### config.mk
export PLATFORM = sky130hd
export DESIGN_NAME = score_event_encoder_flat
export DESIGN_NICKNAME = d
export VERILOG_FILES = /design/src/rtl/score_event_encoder_if.sv /design/src/rtl/score_event_encoder.sv /design/src/flat_wrapper.sv
export SDC_FILE = /design/constraint.sdc
export NUM_CORES = 1
export LEC_CHECK = 0
export CAP_MARGIN = 10
export CORE_MARGIN = 4
export CORE_UTILIZATION = 53
export CTS_CLUSTER_DIAMETER = 150
export CTS_CLUSTER_SIZE = 12
export DETAILED_ROUTE_END_ITERATION = 10
export GPL_ROUTABILITY_DRIVEN = 0
export PLACE_DENSITY = 0.76
export SLEW_MARGIN = 0
export SYNTH_ARGS = -nofsm -noshare
export SYNTH_HDL_FRONTEND = slang
export SYNTH_SLANG_ARGS = --single-unit
### constraint.sdc
create_clock -name clk -period 2.9 [get_ports clk]
set_input_delay 0.435 -clock clk [delete_from_list [all_inputs] [get_ports clk]]
set_output_delay 0.435 -clock clk [all_outputs]
set_load 0.02 [all_outputs]
### src/rtl/score_event_encoder_if.sv
// Score-update link between the event encoder and the score display/accumulator.
// The master side is the encoder; the slave side is whoever raises events and
// consumes the update stream.
interface score_event_encoder_if;
    logic              startOfFrame;
    logic [2:0]        hitAlien;
    logic              hitUFO;
    logic              playerHit;
    logic              newGame;
    logic signed [7:0] scoreUpdate;
    logic              resetScore;
    logic              pending;
    logic              overflow;

    modport master (
        input  startOfFrame,
        input  hitAlien,
        input  hitUFO,
        input  playerHit,
        input  newGame,
        output scoreUpdate,
        output resetScore,
        output pending,
        output overflow
    );

    modport slave (
        output startOfFrame,
        output hitAlien,
        output hitUFO,
        output playerHit,
        output newGame,
        input  scoreUpdate,
        input  resetScore,
        input  pending,
        input  overflow
    );
endinterface

### src/rtl/score_event_encoder.sv
// Turns gameplay hit pulses into a signed per-cycle score update stream.
// Simultaneous events are buffered in per-source counters and drained one per
// clock by a fixed-priority arbiter; every COMBO_LEN served kills earn a bonus.
module score_event_encoder #(
    parameter int          ALIEN0_PTS     = 10,
    parameter int          ALIEN1_PTS     = 20,
    parameter int          ALIEN2_PTS     = 30,
    parameter int          UFO_PTS        = 100,
    parameter int          PLAYER_HIT_PTS = -50,
    parameter int          COMBO_PTS      = 50,
    parameter int unsigned COMBO_LEN      = 5,
    parameter int unsigned COMBO_WINDOW   = 8,
    parameter int unsigned CNT_W          = 4
) (
    input logic                   clk,
    input logic                   resetN,
    score_event_encoder_if.master sif
);

    // Source index 0 has the highest priority.
    localparam int          NSRC  = 5;
    localparam int unsigned CMB_W = $clog2(COMBO_LEN + 1);
    localparam int unsigned GAP_W = $clog2(COMBO_WINDOW + 1);

    localparam logic [CNT_W-1:0] CNT_MAX = '1;
    localparam logic [CMB_W-1:0] CMB_TOP = CMB_W'(COMBO_LEN);
    localparam logic [GAP_W-1:0] GAP_MAX = GAP_W'(COMBO_WINDOW);

    localparam logic signed [7:0] PTS_PH    = 8'(PLAYER_HIT_PTS);
    localparam logic signed [7:0] PTS_UFO   = 8'(UFO_PTS);
    localparam logic signed [7:0] PTS_A2    = 8'(ALIEN2_PTS);
    localparam logic signed [7:0] PTS_A1    = 8'(ALIEN1_PTS);
    localparam logic signed [7:0] PTS_A0    = 8'(ALIEN0_PTS);
    localparam logic signed [7:0] PTS_COMBO = 8'(COMBO_PTS);

    if (ALIEN0_PTS < -128 || ALIEN0_PTS > 127 || ALIEN1_PTS < -128 || ALIEN1_PTS > 127 ||
        ALIEN2_PTS < -128 || ALIEN2_PTS > 127 || UFO_PTS < -128 || UFO_PTS > 127 ||
        PLAYER_HIT_PTS < -128 || PLAYER_HIT_PTS > 127 ||
        COMBO_PTS < -128 || COMBO_PTS > 127) begin : g_pts_range
        $error("score_event_encoder: point parameter outside -128..127");
    end

    if (COMBO_LEN == 0 || COMBO_WINDOW == 0 || CNT_W == 0) begin : g_cfg_range
        $error("score_event_encoder: COMBO_LEN, COMBO_WINDOW and CNT_W must be non-zero");
    end

    typedef enum logic [0:0] {StRun, StClear} state_e;

    state_e            state_q;
    logic [CNT_W-1:0]  cnt_q [NSRC];
    logic [CNT_W-1:0]  cnt_d [NSRC];
    logic [NSRC-1:0]   ev;
    logic [NSRC-1:0]   nz;
    logic [NSRC-1:0]   grant;
    logic              bonus_srv;
    logic              kill_srv;
    logic [CMB_W-1:0]  combo_q;
    logic [CMB_W-1:0]  combo_d;
    logic [CMB_W-1:0]  combo_inc;
    logic [GAP_W-1:0]  gap_q;
    logic [GAP_W-1:0]  gap_d;
    logic              bonus_q;
    logic              bonus_d;
    logic              ovf_q;
    logic              ovf_d;
    logic signed [7:0] pts;
    logic signed [7:0] score_q;
    logic              rs_q;

    assign ev = {sif.hitAlien[0], sif.hitAlien[1], sif.hitAlien[2], sif.hitUFO, sif.playerHit};

    // Fixed-priority grant over registered counters; the bonus only wins when all are empty.
    always_comb begin
        for (int i = 0; i < NSRC; i++) begin
            nz[i] = (cnt_q[i] != '0);
        end
        grant     = nz & (~nz + NSRC'(1));
        bonus_srv = (nz == '0) && bonus_q;
        kill_srv  = |grant[NSRC-1:1];
    end

    // Points for whichever source is served this cycle.
    always_comb begin
        unique case (grant)
            5'b00001: pts = PTS_PH;
            5'b00010: pts = PTS_UFO;
            5'b00100: pts = PTS_A2;
            5'b01000: pts = PTS_A1;
            5'b10000: pts = PTS_A0;
            default:  pts = bonus_srv ? PTS_COMBO : 8'sd0;
        endcase
    end

    // Next values of the pending counters, combo tracking and sticky overflow.
    always_comb begin
        ovf_d     = ovf_q;
        combo_inc = combo_q + 1'b1;
        combo_d   = combo_q;
        bonus_d   = bonus_q;
        gap_d     = gap_q;
        for (int i = 0; i < NSRC; i++) begin
            cnt_d[i] = cnt_q[i];
            if (ev[i] && !grant[i]) begin
                if (cnt_q[i] == CNT_MAX) begin
                    ovf_d = 1'b1;
                end else begin
                    cnt_d[i] = cnt_q[i] + 1'b1;
                end
            end else if (!ev[i] && grant[i]) begin
                cnt_d[i] = cnt_q[i] - 1'b1;
            end
        end
        if (bonus_srv) begin
            bonus_d = 1'b0;
        end
        if (grant[0]) begin
            combo_d = '0;
        end
        if (kill_srv) begin
            gap_d = '0;
            if (combo_inc == CMB_TOP) begin
                combo_d = '0;
                // A second bonus earned before the first is paid out is lost.
                if (bonus_q) begin
                    ovf_d = 1'b1;
                end else begin
                    bonus_d = 1'b1;
                end
            end else begin
                combo_d = combo_inc;
            end
        end else begin
            if (sif.startOfFrame && gap_q != GAP_MAX) begin
                gap_d = gap_q + 1'b1;
            end
            if (gap_d == GAP_MAX) begin
                combo_d = '0;
            end
        end
    end

    // Run/clear state machine with registered outputs; newGame wins over everything.
    always_ff @(posedge clk or negedge resetN) begin
        if (!resetN) begin
            state_q <= StRun;
            score_q <= '0;
            rs_q    <= 1'b0;
            combo_q <= '0;
            gap_q   <= '0;
            bonus_q <= 1'b0;
            ovf_q   <= 1'b0;
            for (int i = 0; i < NSRC; i++) begin
                cnt_q[i] <= '0;
            end
        end else if (sif.newGame) begin
            state_q <= StClear;
            score_q <= '0;
            rs_q    <= 1'b1;
            combo_q <= '0;
            gap_q   <= '0;
            bonus_q <= 1'b0;
            ovf_q   <= 1'b0;
            for (int i = 0; i < NSRC; i++) begin
                cnt_q[i] <= '0;
            end
        end else begin
            unique case (state_q)
                StClear: begin
                    // State is already zero; events seen here are discarded.
                    state_q <= StRun;
                    score_q <= '0;
                    rs_q    <= 1'b0;
                end
                StRun: begin
                    score_q <= pts;
                    rs_q    <= 1'b0;
                    combo_q <= combo_d;
                    gap_q   <= gap_d;
                    bonus_q <= bonus_d;
                    ovf_q   <= ovf_d;
                    cnt_q   <= cnt_d;
                end
            endcase
        end
    end

    assign sif.scoreUpdate = score_q;
    assign sif.resetScore  = rs_q;
    assign sif.pending     = (|nz) | bonus_q;
    assign sif.overflow    = ovf_q;

endmodule

### src/flat_wrapper.sv
// flat-port wrapper written by rule: the top's interface ports become plain ports
module score_event_encoder_flat 
#(
    parameter int          ALIEN0_PTS     = 10,
    parameter int          ALIEN1_PTS     = 20,
    parameter int          ALIEN2_PTS     = 30,
    parameter int          UFO_PTS        = 100,
    parameter int          PLAYER_HIT_PTS = -50,
    parameter int          COMBO_PTS      = 50,
    parameter int unsigned COMBO_LEN      = 5,
    parameter int unsigned COMBO_WINDOW   = 8,
    parameter int unsigned CNT_W          = 4
)
  (clk, resetN, sif_startOfFrame, sif_hitAlien, sif_hitUFO, sif_playerHit, sif_newGame, sif_scoreUpdate, sif_resetScore, sif_pending, sif_overflow);
  score_event_encoder_if sif_i ();
  input logic clk;
  input logic resetN;
  input wire logic [$bits(sif_i.startOfFrame)-1:0] sif_startOfFrame;
  input wire logic [$bits(sif_i.hitAlien)-1:0] sif_hitAlien;
  input wire logic [$bits(sif_i.hitUFO)-1:0] sif_hitUFO;
  input wire logic [$bits(sif_i.playerHit)-1:0] sif_playerHit;
  input wire logic [$bits(sif_i.newGame)-1:0] sif_newGame;
  output wire logic [$bits(sif_i.scoreUpdate)-1:0] sif_scoreUpdate;
  output wire logic [$bits(sif_i.resetScore)-1:0] sif_resetScore;
  output wire logic [$bits(sif_i.pending)-1:0] sif_pending;
  output wire logic [$bits(sif_i.overflow)-1:0] sif_overflow;
  assign sif_i.startOfFrame = sif_startOfFrame;
  assign sif_i.hitAlien = sif_hitAlien;
  assign sif_i.hitUFO = sif_hitUFO;
  assign sif_i.playerHit = sif_playerHit;
  assign sif_i.newGame = sif_newGame;
  assign sif_scoreUpdate = sif_i.scoreUpdate;
  assign sif_resetScore = sif_i.resetScore;
  assign sif_pending = sif_i.pending;
  assign sif_overflow = sif_i.overflow;
  score_event_encoder #(.ALIEN0_PTS(ALIEN0_PTS), .ALIEN1_PTS(ALIEN1_PTS), .ALIEN2_PTS(ALIEN2_PTS), .UFO_PTS(UFO_PTS), .PLAYER_HIT_PTS(PLAYER_HIT_PTS), .COMBO_PTS(COMBO_PTS), .COMBO_LEN(COMBO_LEN), .COMBO_WINDOW(COMBO_WINDOW), .CNT_W(CNT_W)) u_core (.clk(clk), .resetN(resetN), .sif(sif_i));
endmodule
==> impl_metrics.tcl <==
set metrics [dict create \
    drt-initial-drc-count 207 \
    cts.hold.buffers_added 0 \
    antenna_found_initial 0 \
    hold_class "input pin to asynchronous set/reset pin" \
    vdd_drop_max_mv 0.5519 \
    htreeDepth 2 \
    ys_top_cells_by_count "dfrtp_1, nor2_1, a21oi_1" \
    cts_buffers 5 \
    grt_pass1_wl_mm 10.32 \
    worstMarginPinSlew_ns 0.8194 \
    yosys.area.top_type "dfrtp_1" \
    grt_pass1_vias 2176 \
    timing.slew.headroom 0.4538 \
    status "finished clean" \
    fmaxAchievable_ghz 0.3563 \
    std_cell_rows 25 \
    syn_area_per_cell_sq_um 9.585 \
    routed.top_layer "met4" \
    ant_nets 0 \
    vias 2224 \
    io_buffers 18 \
    hpwl_mm 4.354 \
    wl_met1_mm 2.694 \
    cap_violations 0 \
    syn_area_sq_um 2597 \
    yosys-top-cells-area "dfrtp_1, ha_1, a21oi_1, nor2_1, xnor2_1" \
    critPathCaptureType "primary output" \
    diodes 0 \
    overflow 0 \
    start_util 0.5499 \
    synth_seq_cells 37 \
    syn_inst 271 \
    yosys.area.top_type_share 0.3565 \
    setup_viol 0 \
    clk_latency_ns 0.29 \
    drive_above_1_share 0.1564 \
    dpl.cell_count 365 \
    die_area_sq_um 6085 \
    p_leak_nw 1.372 \
    grt_max_degree 38 \
    syn_to_final_growth_pct 18.45 \
    post_drt_wl_per_cell_microns 15.71 \
    required_ns 2.47 \
    syn-num-nets 298 \
    route.met3.wl_microns 278 \
    io_pins 20 \
    period_needed_ns 2.807 \
    drt_first_pass_iters 4 \
    powerDensity_nw_per_um2 1121 \
    clock_sinks 37 \
    synth_top_family_by_area "compound AO/OA/AOI/OAI gates" \
    drc 0 \
    synth_fa_ha_area_frac 0.09827 \
    synth.distinct_cells 62 \
    dr_wl_met2_mm 2.828 \
    finalClockSkew_ns 0.006782 \
    power_mw 3.448 \
    yosysMostFrequentCell "dfrtp_1" \
    critPathMaxFanout 6 \
    die_h_microns 78.01 \
    grt_usage 0.2115 \
    hold_viol 0 \
    period_share 0.9678 \
    synth_xor_xnor_area_share 0.05058 \
    place_area_sq_um 2968 \
    path_class "register to primary output" \
    drv_slew 0 \
    cts_tree "yes" \
    ys.flop_type "dfrtp_1" \
    avgViaCountPerCell 5.947 \
    clock-root-buffer "clkbuf_8" \
    cp-start-kind "register" \
    yosysWarnings 0 \
    die_w_microns 78.01 \
    core_sq_um 4723 \
    synth_edf_count 0 \
    synth_mux_area_frac 0.02890 \
    nets 333 \
    clk_pin_slew_ns 0.08 \
    stdcell_area_sq_um 3077 \
    async_flop_share 1.000 \
    synth_compound_area_frac 0.2081 \
    seq_area_frac_synth 0.3565 \
    rsz0062_at_grt "yes" \
    fin_cells 374 \
    clockBufferDepth 2 \
    yosys.area_share.simple 0.2076 \
    wirelength_mm 5.876 \
    crit_arrival_ns 2.37 \
]
-- per-layer routing --
metal	vias up	track usage
met5	-	0
met3	8	0.04756
met4	0	0.06469
met2	62	0.3519
li1	1072	-
met1	1082	0.2738
-- cell families (layout without fill, tap and decap cells) --
family / after synthesis / in the layout
xor+xnor: 15 / 15
simple gates: 91 / 91
mux: 7 / 7
flops: 37 / 37
other cells: 1 / 1
fa+ha+maj: 18 / 18
buf+inv: 28 / 64
compound gates: 74 / 74
-- final timing paths --
kind	end	start	cells after the start	slack, ns
worst max-delay path	sif_pending	u_core.cnt_q[6]	4	0.09
worst min-delay path	u_core.cnt_q[5]	resetN	1	0.23
worst max register to register	u_core.cnt_q[7]	u_core.cnt_q[19]	8	0.11
worst min register to register	u_core.gap_q[3]	u_core.gap_q[3]	2	0.58
max in group asynchronous	u_core.sif.overflow	resetN	1	2.15
min in group clk	u_core.gap_q[3]	u_core.gap_q[3]	2	0.58
-- what timing repair did --
item / 4_1_cts / 5_1_grt
setup endpoints to repair: 0 / 2
buffers inserted: 0 / 1
resized for setup: 0 / 1
-- critical path, cell delays in order (launching register included) --
cell and delay, ns:
dfrtp_1 0.46, nor4_1 0.48, nand4_1 0.22, or3_1 0.37, clkdlybuf4s50_1 0.55
-- final cells by class --
| class | count | area, sq um |
|---|---|---|
| timing repair buffer | 43 | 362.8 |
| multi-input combinational | 206 | 1554 |
| tap | 67 | 83.83 |
| sequential | 37 | 925.9 |
| fill | 388 | 1647 |
| clock inverter | 1 | 5.005 |
| inverter | 13 | 48.80 |
| clock buffer | 7 | 96.34 |
-- registers in the layout (all words and copies together) (netlist names) --
name                    flops
u_core.bonus_q              1
u_core.cnt_q               20
u_core.combo_q              3
u_core.gap_q                4
u_core.sif.overflow         1
u_core.sif.resetScore       1
u_core.sif.scoreUpdate      7
-- report_power, final --
part	total (mW)	internal, mW	switching (mW)	leakage, nW
sequential	0.770	0.659	0.112	0.499
clock	0.404	0.215	0.189	0.0542
combinational	2.27	1.01	1.27	0.819
-- metrics by stage --
step	setup TNS, ns	hold slack, ns	utilization	setup WS [ns]
after global routing	-0.09010	0.3062	0.6514	-0.09002
final	0	0.2314	0.6514	0.09344
after CTS	0	0.2679	0.6498	0.08351
after detailed placement	0	0.5647	0.6283	0.1425
after floorplan	0	0.1394	-	0.001726
after global placement	0	0.5492	0.6283	0.1878
-- cells in the final DEF (no fill, tap or decap), types with 5 or more instances in the layout --
master,Yosys,layout
dfrtp_1,37,37
nor2_1,26,26
buf_4,1,25
a21oi_1,22,22
clkdlybuf4s50_1,0,17
ha_1,14,14
inv_1,13,13
xnor2_1,11,11
nand2_1,10,10
nand4_1,7,7
a21o_1,7,7
clkbuf_8,0,7
o21ai_1,5,6
a211oi_1,6,6
nor3_1,6,6
nand3_1,6,6
o21ai_0,6,5
Note: power is estimated with default switching activity, not from simulation.
